$ cat src/rtl/sync_fifo_pkg.sv
// sync_fifo_pkg: shared defaults and sizing helper for the sync_fifo block.
//   SYNC_FIFO_WIDTH_DEF : default data word width
//   SYNC_FIFO_DEPTH_DEF : default number of storage entries
//   sync_fifo_ptr_w()   : pointer width for a given depth, never below 1 bit
package sync_fifo_pkg;

  localparam int SYNC_FIFO_WIDTH_DEF = 32;
  localparam int SYNC_FIFO_DEPTH_DEF = 3;

  // Pointer width is at least one bit so a depth of 1 or 2 still has a usable index.
  function automatic int sync_fifo_ptr_w(input int depth);
    int w;
    w = $clog2(depth);
    if (w < 1) begin
      return 1;
    end else begin
      return w;
    end
  endfunction

endpackage

$ cat src/rtl/sync_fifo_mem.sv
// sync_fifo_mem: storage array for sync_fifo. One synchronous write port,
// one asynchronous read port. Contents are never reset.
//   clk   : write clock
//   we    : write enable
//   waddr : write index
//   wdata : write data
//   raddr : read index
//   rdata : read data (combinational from raddr)
module sync_fifo_mem #(
  parameter int WIDTH  = 32,
  parameter int DEPTH  = 3,
  parameter int ADDR_W = 2
) (
  input  logic              clk,
  input  logic              we,
  input  logic [ADDR_W-1:0] waddr,
  input  logic [WIDTH-1:0]  wdata,
  input  logic [ADDR_W-1:0] raddr,
  output logic [WIDTH-1:0]  rdata
);

  logic [WIDTH-1:0] mem_r [DEPTH];

  // Storage write port; pointers never exceed DEPTH-1 so no range guard is needed.
  always_ff @(posedge clk) begin
    if (we) begin
      mem_r[waddr] <= wdata;
    end
  end

  assign rdata = mem_r[raddr];

endmodule

$ cat src/rtl/sync_fifo.sv
// sync_fifo: single-clock FIFO with first-word-fall-through output.
//   clk        : sole clock, rising edge
//   reset      : synchronous, active-low; clears pointers/count (not storage)
//   w_valid    : write request, accepted when not full
//   r_ready    : read request, head consumed when not empty
//   data_in    : write data
//   data_out   : head word, zero while empty
//   fifo_full  : occupancy == DEPTH
//   fifo_empty : occupancy == 0
//   fifo_err   : sticky illegal-access flag, only when SYNC_FIFO_ERR_EN is defined
module sync_fifo
  import sync_fifo_pkg::*;
#(
  parameter int WIDTH = SYNC_FIFO_WIDTH_DEF,
  parameter int DEPTH = SYNC_FIFO_DEPTH_DEF
) (
  input  logic             clk,
  input  logic             reset,
  input  logic             w_valid,
  input  logic             r_ready,
  input  logic [WIDTH-1:0] data_in,
  output logic [WIDTH-1:0] data_out,
  output logic             fifo_full,
  output logic             fifo_empty
`ifdef SYNC_FIFO_ERR_EN
  ,
  output logic             fifo_err
`endif
);

  localparam int PTR_W = sync_fifo_ptr_w(DEPTH);
  localparam int CNT_W = PTR_W + 1;
  localparam logic [PTR_W-1:0] PTR_LAST = PTR_W'(DEPTH - 1);
  localparam logic [CNT_W-1:0] CNT_FULL = CNT_W'(DEPTH);

  logic [PTR_W-1:0] wr_ptr_r;
  logic [PTR_W-1:0] rd_ptr_r;
  logic [CNT_W-1:0] count_r;
  logic             push_s;
  logic             pop_s;
  logic [WIDTH-1:0] rdata_s;

  // Explicit wrap so non-power-of-two depths index correctly.
  function automatic logic [PTR_W-1:0] ptr_inc(input logic [PTR_W-1:0] p);
    if (p == PTR_LAST) begin
      return {PTR_W{1'b0}};
    end else begin
      return p + {{(PTR_W-1){1'b0}}, 1'b1};
    end
  endfunction

  // Flags come only from the count register, so no input reaches an output.
  assign fifo_full  = (count_r == CNT_FULL);
  assign fifo_empty = (count_r == {CNT_W{1'b0}});
  assign push_s     = w_valid && !fifo_full;
  assign pop_s      = r_ready && !fifo_empty;

  sync_fifo_mem #(
    .WIDTH  (WIDTH),
    .DEPTH  (DEPTH),
    .ADDR_W (PTR_W)
  ) u_mem (
    .clk   (clk),
    .we    (push_s && reset),
    .waddr (wr_ptr_r),
    .wdata (data_in),
    .raddr (rd_ptr_r),
    .rdata (rdata_s)
  );

  // Pointer and occupancy update; reset overrides any push/pop in the same cycle.
  always_ff @(posedge clk) begin
    if (!reset) begin
      wr_ptr_r <= {PTR_W{1'b0}};
      rd_ptr_r <= {PTR_W{1'b0}};
      count_r  <= {CNT_W{1'b0}};
    end else begin
      if (push_s) begin
        wr_ptr_r <= ptr_inc(wr_ptr_r);
      end
      if (pop_s) begin
        rd_ptr_r <= ptr_inc(rd_ptr_r);
      end
      case ({push_s, pop_s})
        2'b10:   count_r <= count_r + {{(CNT_W-1){1'b0}}, 1'b1};
        2'b01:   count_r <= count_r - {{(CNT_W-1){1'b0}}, 1'b1};
        default: count_r <= count_r;
      endcase
    end
  end

  // Show-ahead output, forced to zero while empty so stale storage is hidden.
  always_comb begin
    data_out = {WIDTH{1'b0}};
    if (fifo_empty) begin
      data_out = {WIDTH{1'b0}};
    end else begin
      data_out = rdata_s;
    end
  end

`ifdef SYNC_FIFO_ERR_EN
  logic err_r;

  // Sticky record of any write-while-full or read-while-empty attempt.
  always_ff @(posedge clk) begin
    if (!reset) begin
      err_r <= 1'b0;
    end else if ((w_valid && fifo_full) || (r_ready && fifo_empty)) begin
      err_r <= 1'b1;
    end else begin
      err_r <= err_r;
    end
  end

  assign fifo_err = err_r;
`endif

endmodule

$ cat config.mk
export PLATFORM = sky130hd
export DESIGN_NAME = sync_fifo
export DESIGN_NICKNAME = d
export VERILOG_FILES = /design/src/rtl/sync_fifo_pkg.sv /design/src/rtl/sync_fifo_mem.sv /design/src/rtl/sync_fifo.sv
export SDC_FILE = /design/constraint.sdc
export NUM_CORES = 1
export LEC_CHECK = 0
export ABC_AREA = 1
export ABC_CLOCK_PERIOD_IN_PS = 8000
export CAP_MARGIN = 5
export CORE_AREA = 2 2 91 93
export DETAILED_ROUTE_END_ITERATION = 10
export DIE_AREA = 0 0 93 95
export PLACE_DENSITY = 0.89
export SYNTH_ARGS = -nofsm -noshare
export SYNTH_HDL_FRONTEND = slang
export SYNTH_SLANG_ARGS = --single-unit
$ cat constraint.sdc
create_clock -name clk -period 8 [get_ports clk]
set_input_delay 1.6 -clock clk [delete_from_list [all_inputs] [get_ports clk]]
set_output_delay 1.6 -clock clk [all_outputs]
set_load 0.05 [all_outputs]
==> qor.yml, run 1 <==
vias_per_cell: 5.30
yosys_register_bits: 105
cp.required_ns: 6.40
p_leak_nw: 1.75
grt_max_degree: 65
numPortBuffers: 69
rsz0062_at_grt: "no"
fin_ws_ns: 3.27
dp_hpwl_mm: 4.98
p_sw_share_pct: 44.7
grt-ovfl-total: 0
cts.clk_slew.worst_paths_ns: 0.09
yosysUniqueCellTypes: 22
period_needed_ns: 4.73
grt_pass1_wl_mm: 12.4
worst_pin_slew_ns: 0.957
final_nets: 408
r2r_slack_ns: 5.63
ys_seq_area_share_pct: 70.6
synth_mux_area_share_pct: 0
synth_area_leaders: "edfxtp_1 66%, a21oi_2 6.1%, o21ai_2 6.1%, or2_1 4.3%, o21ai_0 4.3%"
maxUsedRoutingLayer: "met4"
cts_tree: "built"
die_h_um: 95
drive_gt1_share_pct: 22.7
cp-end-kind: "primary output"
syn_area_per_cell_um2: 14.3
hold_ws_ns: 0.515
final_common_cell: "edfxtp_1"
wl_per_cell_um: 16.8
fin_util_pct: 66.8
cp.arrival_ns: 3.13
internal_power_mw: 1.14
antenna_found_initial: 0
start_util_pct: 54.8
power_frac_seq_pct: 32.4
die_area_um2: 8840
ant_nets: 0
slew_violations: 0
clk_root_buffer_cell: "clkbuf_8"
syn_to_final_growth_pct: 21.9
wl_met1_mm: 3.47
critPathMaxFanout: 33
holdCritPathClass: "reg -> reg"
drtPass1Iterations: 4
netlist.area_leader.share_pct: 66.4
core_area_um2: 7930
place_ws_ns: 3.64
yosysWarnings: 0
skew_ns: 0.0116
drt_wl_total_mm: 8.05
slew_headroom_pct: 36.1
post-route-period-util_pct: 59.2
gp_congestion: 0.791
num_antenna_cells: 0
finalHoldViolations: 0
cts_hold_buf: 0
grt_usage_pct: 19.0
vdd_drop_max_mv: 0.247
grt_pass1_vias: 2601
maxCapViolations: 0
place_inst: 464
syn_nets: 341
fp-row-count: 33
synth_top_family_by_area: "compound AO/OA/AOI/OAI gates"
switching_power_mw: 0.923
wl_met3_um: 381
finalSetupTns_ns: 0
cts_resized: 0
critPathKind: "reg -> out"
cts_sinks: 105
yosys.area_share.simple_pct: 7.64
htree_levels: 3
dr_wl_met2_mm: 4.03
clockBufferDepth: 2
vias: 2543
io_pins: 70
synth_cells: 303
powerDensity_nw_per_um2: 391
outcome: "finished, final reports clean"
final_cell_mix: "96 x edfxtp_1, 69 x clkdlybuf4s50_1, 37 x o21ai_0"
synth_xor_xnor_area_share_pct: 0
synth_compound_area_share_pct: 16.8
power_frac_comb_pct: 50.6
p_clk_share_pct: 17.0
die_w_um: 93
setup_viol: 0
synth-adder-area-share_pct: 0.749
drc_errors: 0
start_kind: "flop"
final_cells: 480
drtIter0Drc: 166
clk_latency_ns: 0.37
yosysTopAreaCell: "edfxtp_1"
cts_setup_buffers: 0
synth_area_um2: 4340
fill_cells: 568
fmax_ghz: 0.211
cts_buffers: 9
critical path: stages, from the launching register on:
cell             delay, ns
dfxtp_1               0.96
inv_2                 0.62
o21ai_0               0.34
a21oi_1               0.09
clkdlybuf4s50_1       0.73
worst paths after layout:
check / depth (start not counted) / to / startpoint
setup / recovery: 4 / data_out[0] / flop
hold / removal: 2 / wr_ptr_r[0] / wr_ptr_r[0]
setup reg to reg: 13 / count_r[2] / count_r[1]
hold reg to reg: 2 / wr_ptr_r[0] / wr_ptr_r[0]
per-layer routing:
layer,vias up,GRT usage [%]
li1,1229,-
met1,1222,24.0
met2,75,32.1
met3,17,3.59
met4,0,8.58
met5,-,0
layout make-up:
type / count / area (um2) / share of cell area [%]
Tap cell: 105 / 131 / 2.48
Clock inverter: 6 / 90.1 / 1.70
Multi-Input combinational cell: 166 / 1110 / 20.9
Clock buffer: 10 / 128 / 2.41
Timing Repair Buffer: 72 / 713 / 13.5
Sequential cell: 105 / 3060 / 57.9
Inverter: 16 / 60.1 / 1.13
power groups by stage:
stage,Sequential [mW],Clock (mW),Combinational (mW)
final,0.670,0.351,1.05
after global routing,0.676,0.371,1.11
after CTS,0.670,0.355,1.05
after detailed placement,0.682,0,1.05
after global placement,0.680,0,1.02
after floorplan,0.668,0,0.781
kinds of logic (layout without fill, tap and decap cells):
family / count (synthesis) / after routing
fa+ha+maj: 2 / 2
flops: 105 / 105
simple gates: 63 / 63
compound gates: 101 / 101
buf+inv: 32 / 104
sequential cells by signal, indices dropped and copies added, names as in the netlist, named ones only:
register	cells
wr_ptr_r	2
count_r	3
u_mem.mem_r	96
rd_ptr_r	2
Yosys cell counts, drive strengths merged:
library cell / n
fa: 1
nand2: 13
nor3: 1
nand4: 2
or2: 32
buf: 14
ha: 1
o21ai: 67
clkbuf: 2
nand3: 5
inv: 16
dfxtp: 9
a21oi: 34
edfxtp: 96
nor2: 10
metrics by stage:
| stage | instance area, um2 | total power [mW] |
|---|---|---|
| global placement | 5070 | 1.70 |
| floorplan | 4340 | 1.45 |
| finish | 5290 | 2.07 |
| global route | 5290 | 2.16 |
| CTS | 5290 | 2.08 |
| detailed placement | 5070 | 1.73 |
No activity file was read; power rests on OpenSTA's default activity.
==> inputs of run 2 (changes only) <==
--- a/config.mk
+++ b/config.mk
@@ -6,12 +6,12 @@
 export NUM_CORES = 1
 export LEC_CHECK = 0
 export ABC_AREA = 1
-export ABC_CLOCK_PERIOD_IN_PS = 8000
+export ABC_CLOCK_PERIOD_IN_PS = 4100
 export CAP_MARGIN = 5
-export CORE_AREA = 2 2 91 93
+export CORE_AREA = 2 2 99 101
 export DETAILED_ROUTE_END_ITERATION = 10
-export DIE_AREA = 0 0 93 95
-export PLACE_DENSITY = 0.89
+export DIE_AREA = 0 0 101 103
+export PLACE_DENSITY = 0.81
 export SYNTH_ARGS = -nofsm -noshare
 export SYNTH_HDL_FRONTEND = slang
 export SYNTH_SLANG_ARGS = --single-unit
==> constraint.sdc (replaced) <==
create_clock -name clk -period 4.1 [get_ports clk]
set_input_delay 0.82 -clock clk [delete_from_list [all_inputs] [get_ports clk]]
set_output_delay 0.82 -clock clk [all_outputs]
set_load 0.05 [all_outputs]
==> run 2 against run 1 <==
Net effect:
- die area rose by 18%
- register-to-register slack got worse by 3.9 ns
- critical path depth rose by 1
- sequential share of layout area fell by 0.60 points
- global-route usage fell by 3.2 points
- critical endpoint is now data_out[13]
- largest power group unchanged
==> qor.yml, run 2 (synthesis gave the netlist of run 1 again) <==
worst_pin_slew_ns: 0.732  # -0.225 ns
drtPass1Iterations: 4  # unchanged
htree_levels: 3  # unchanged
wl_per_cell_um: 16.1  # -3.9%
critPathMaxFanout: 34  # +3.0%
cp.required_ns: 3.28  # -3.12 ns
min_to: "wr_ptr_r[1]"
grt-ovfl-total: 0  # unchanged
grt_max_degree: 43  # -34%
crit-reg2reg-launch: "count_r[1]"
die_h_um: 103  # +8.4%
fin_ws_ns: 0.744  # -2.52 ns
drt_wl_total_mm: 7.95  # -1.3%
finalHoldViolations: 0  # unchanged
final_nets: 412  # +0.98%
antenna_found_initial: 0  # unchanged
fin_util_pct: 56.5  # -10 points
largest-register: "u_mem.mem_r"
placed_area_um2: 5130  # +1.1%
vias_per_cell: 5.21  # -1.7%
r2r-end: "count_r[2]"
vdd_drop_max_mv: 0.445  # +80%
cp-end-kind: "primary output"
skew_ns: 0.0150  # +0.00340 ns
final_cells: 493  # +2.7%
slew_headroom_pct: 51.1  # +15 points
ant_nets: 0  # unchanged
min_from: "wr_ptr_r[1]"
path_cells: "nor2_1 > nand2_2 > o21ai_0 > a21oi_2 > clkdlybuf4s50_1"
p_leak_nw: 1.78  # +1.5%
clk_latency_ns: 0.36  # about the same
clockBufferDepth: 2  # unchanged
drive_gt1_share_pct: 23.2  # +0.55 points
cp.arrival_ns: 2.54  # -0.59 ns
grt_pass1_wl_mm: 12.2  # -1.6%
drtIter0Drc: 169  # +1.8%
reg2reg_depth: 13  # unchanged
fp-row-count: 36  # +9.1%
largest_reg_flops: 96  # unchanged
path_delay_family: "buffers and inverters"
fmax_ghz: 0.298
place_ws_ns: 1.11  # -2.54 ns
post-route-period-util_pct: 81.8
holdCritPathClass: "reg -> reg"
powerDensity_nw_per_um2: 757  # +94%
final_cell_mix: "96 x edfxtp_1, 69 x clkdlybuf4s50_1, 37 x o21ai_0"
cts.clk_slew.worst_paths_ns: 0.09  # about the same
vias: 2568  # +0.98%
path_buf_inv: 1  # -1
rsz0062_at_grt: "no"
num_antenna_cells: 0  # unchanged
start_kind: "flop"
slowest_delay_ns: 0.82  # -0.14 ns
cts_setup_buffers: 0  # unchanged
cts_tree: "built"
outcome: "finished, final reports clean"
hold_ws_ns: 0.525  # +0.0103 ns
numPortBuffers: 69  # unchanged
finalSetupTns_ns: 0  # unchanged
hold_path_depth: 2  # unchanged
biggestRegsByFlops: "u_mem.mem_r: 96 flops, count_r: 3 flops"
dp_hpwl_mm: 5.05  # +1.5%
drc_errors: 0  # unchanged
period_needed_ns: 3.36
maxCapViolations: 0  # unchanged
start_util_pct: 45.9  # -8.9 points
final_common_cell: "edfxtp_1"
grt_pass1_vias: 2529  # -2.8%
slowest_stage: "clkdlybuf4s50_1"
critPathKind: "reg -> out"
io_pins: 70  # unchanged
die_area_um2: 10400  # +18%
stdcell_area_um2: 5350  # +1.0%
cts_hold_buf: 0  # unchanged
cts_resized: 0  # unchanged
slew_violations: 0  # unchanged
cts_sinks: 105  # unchanged
place_inst: 477  # +2.8%
r2r_slack_ns: 1.75  # -3.88 ns
grt_usage_pct: 15.7  # -3.2 points
gp_congestion: 0.732  # -7.5%
clk_root_buffer_cell: "clkbuf_8"
cts_buffers: 9  # unchanged
syn_to_final_growth_pct: 23.2
die_w_um: 101  # +8.6%
core_area_um2: 9460  # +19%
setup_viol: 0  # unchanged
p_total_mw: 4.05  # +96%
==> run 2: layer usage <==
layer  part of all wire (%)  global-route usage (%)  up-vias
met5                      0                       0        -
met4                   0.86                    4.26        0
met3                    5.9                    4.61        7
met2                     51                    27.8       65
met1                     42                    18.9     1265
li1                       -                       -     1231
==> run 2: cell type report <==
class / instances / area [um2]
inverter: 16 / 60.1
timing repair buffer: 76 / 756
tap: 114 / 143
clock inverter: 6 / 91.3
multi-input combinational: 166 / 1110
sequential: 105 / 3060
clock buffer: 10 / 128
fill: 767 / 4110
==> run 2: how the worst max path moves through the flow <==
| stage | start | cells after the start | slack, ns | end |
|---|---|---|---|---|
| after floorplan | reset | 3 | 0.34 | u_mem.mem_r[2][0] |
| after global placement | count_r[1] | 5 | 1.16 | data_out[0] |
| after detailed placement | count_r[1] | 5 | 1.11 | data_out[13] |
| after CTS | count_r[1] | 5 | 0.70 | data_out[13] |
| after global routing | count_r[1] | 5 | 0.53 | data_out[13] |
| final | count_r[1] | 5 | 0.74 | data_out[13] |
==> run 2: worst reg2reg max path: stages (launching register included) <==
cell,delay (ns)
dfxtp_1,0.38
nor2_1,0.07
nand2_2,0.46
nand2_1,0.26
inv_1,0.12
ha_1,0.17
inv_1,0.07
fa_1,0.38
inv_1,0.07
nand2_1,0.06
nand3_1,0.07
nand2_1,0.05
inv_1,0.05
nor2_1,0.04
==> run 2: power by group <==
part	total, mW	internal, mW	switching [mW]
Sequential	1.28	1.25	0.0294
Combinational	2.08	0.652	1.43
Clock	0.688	0.348	0.340
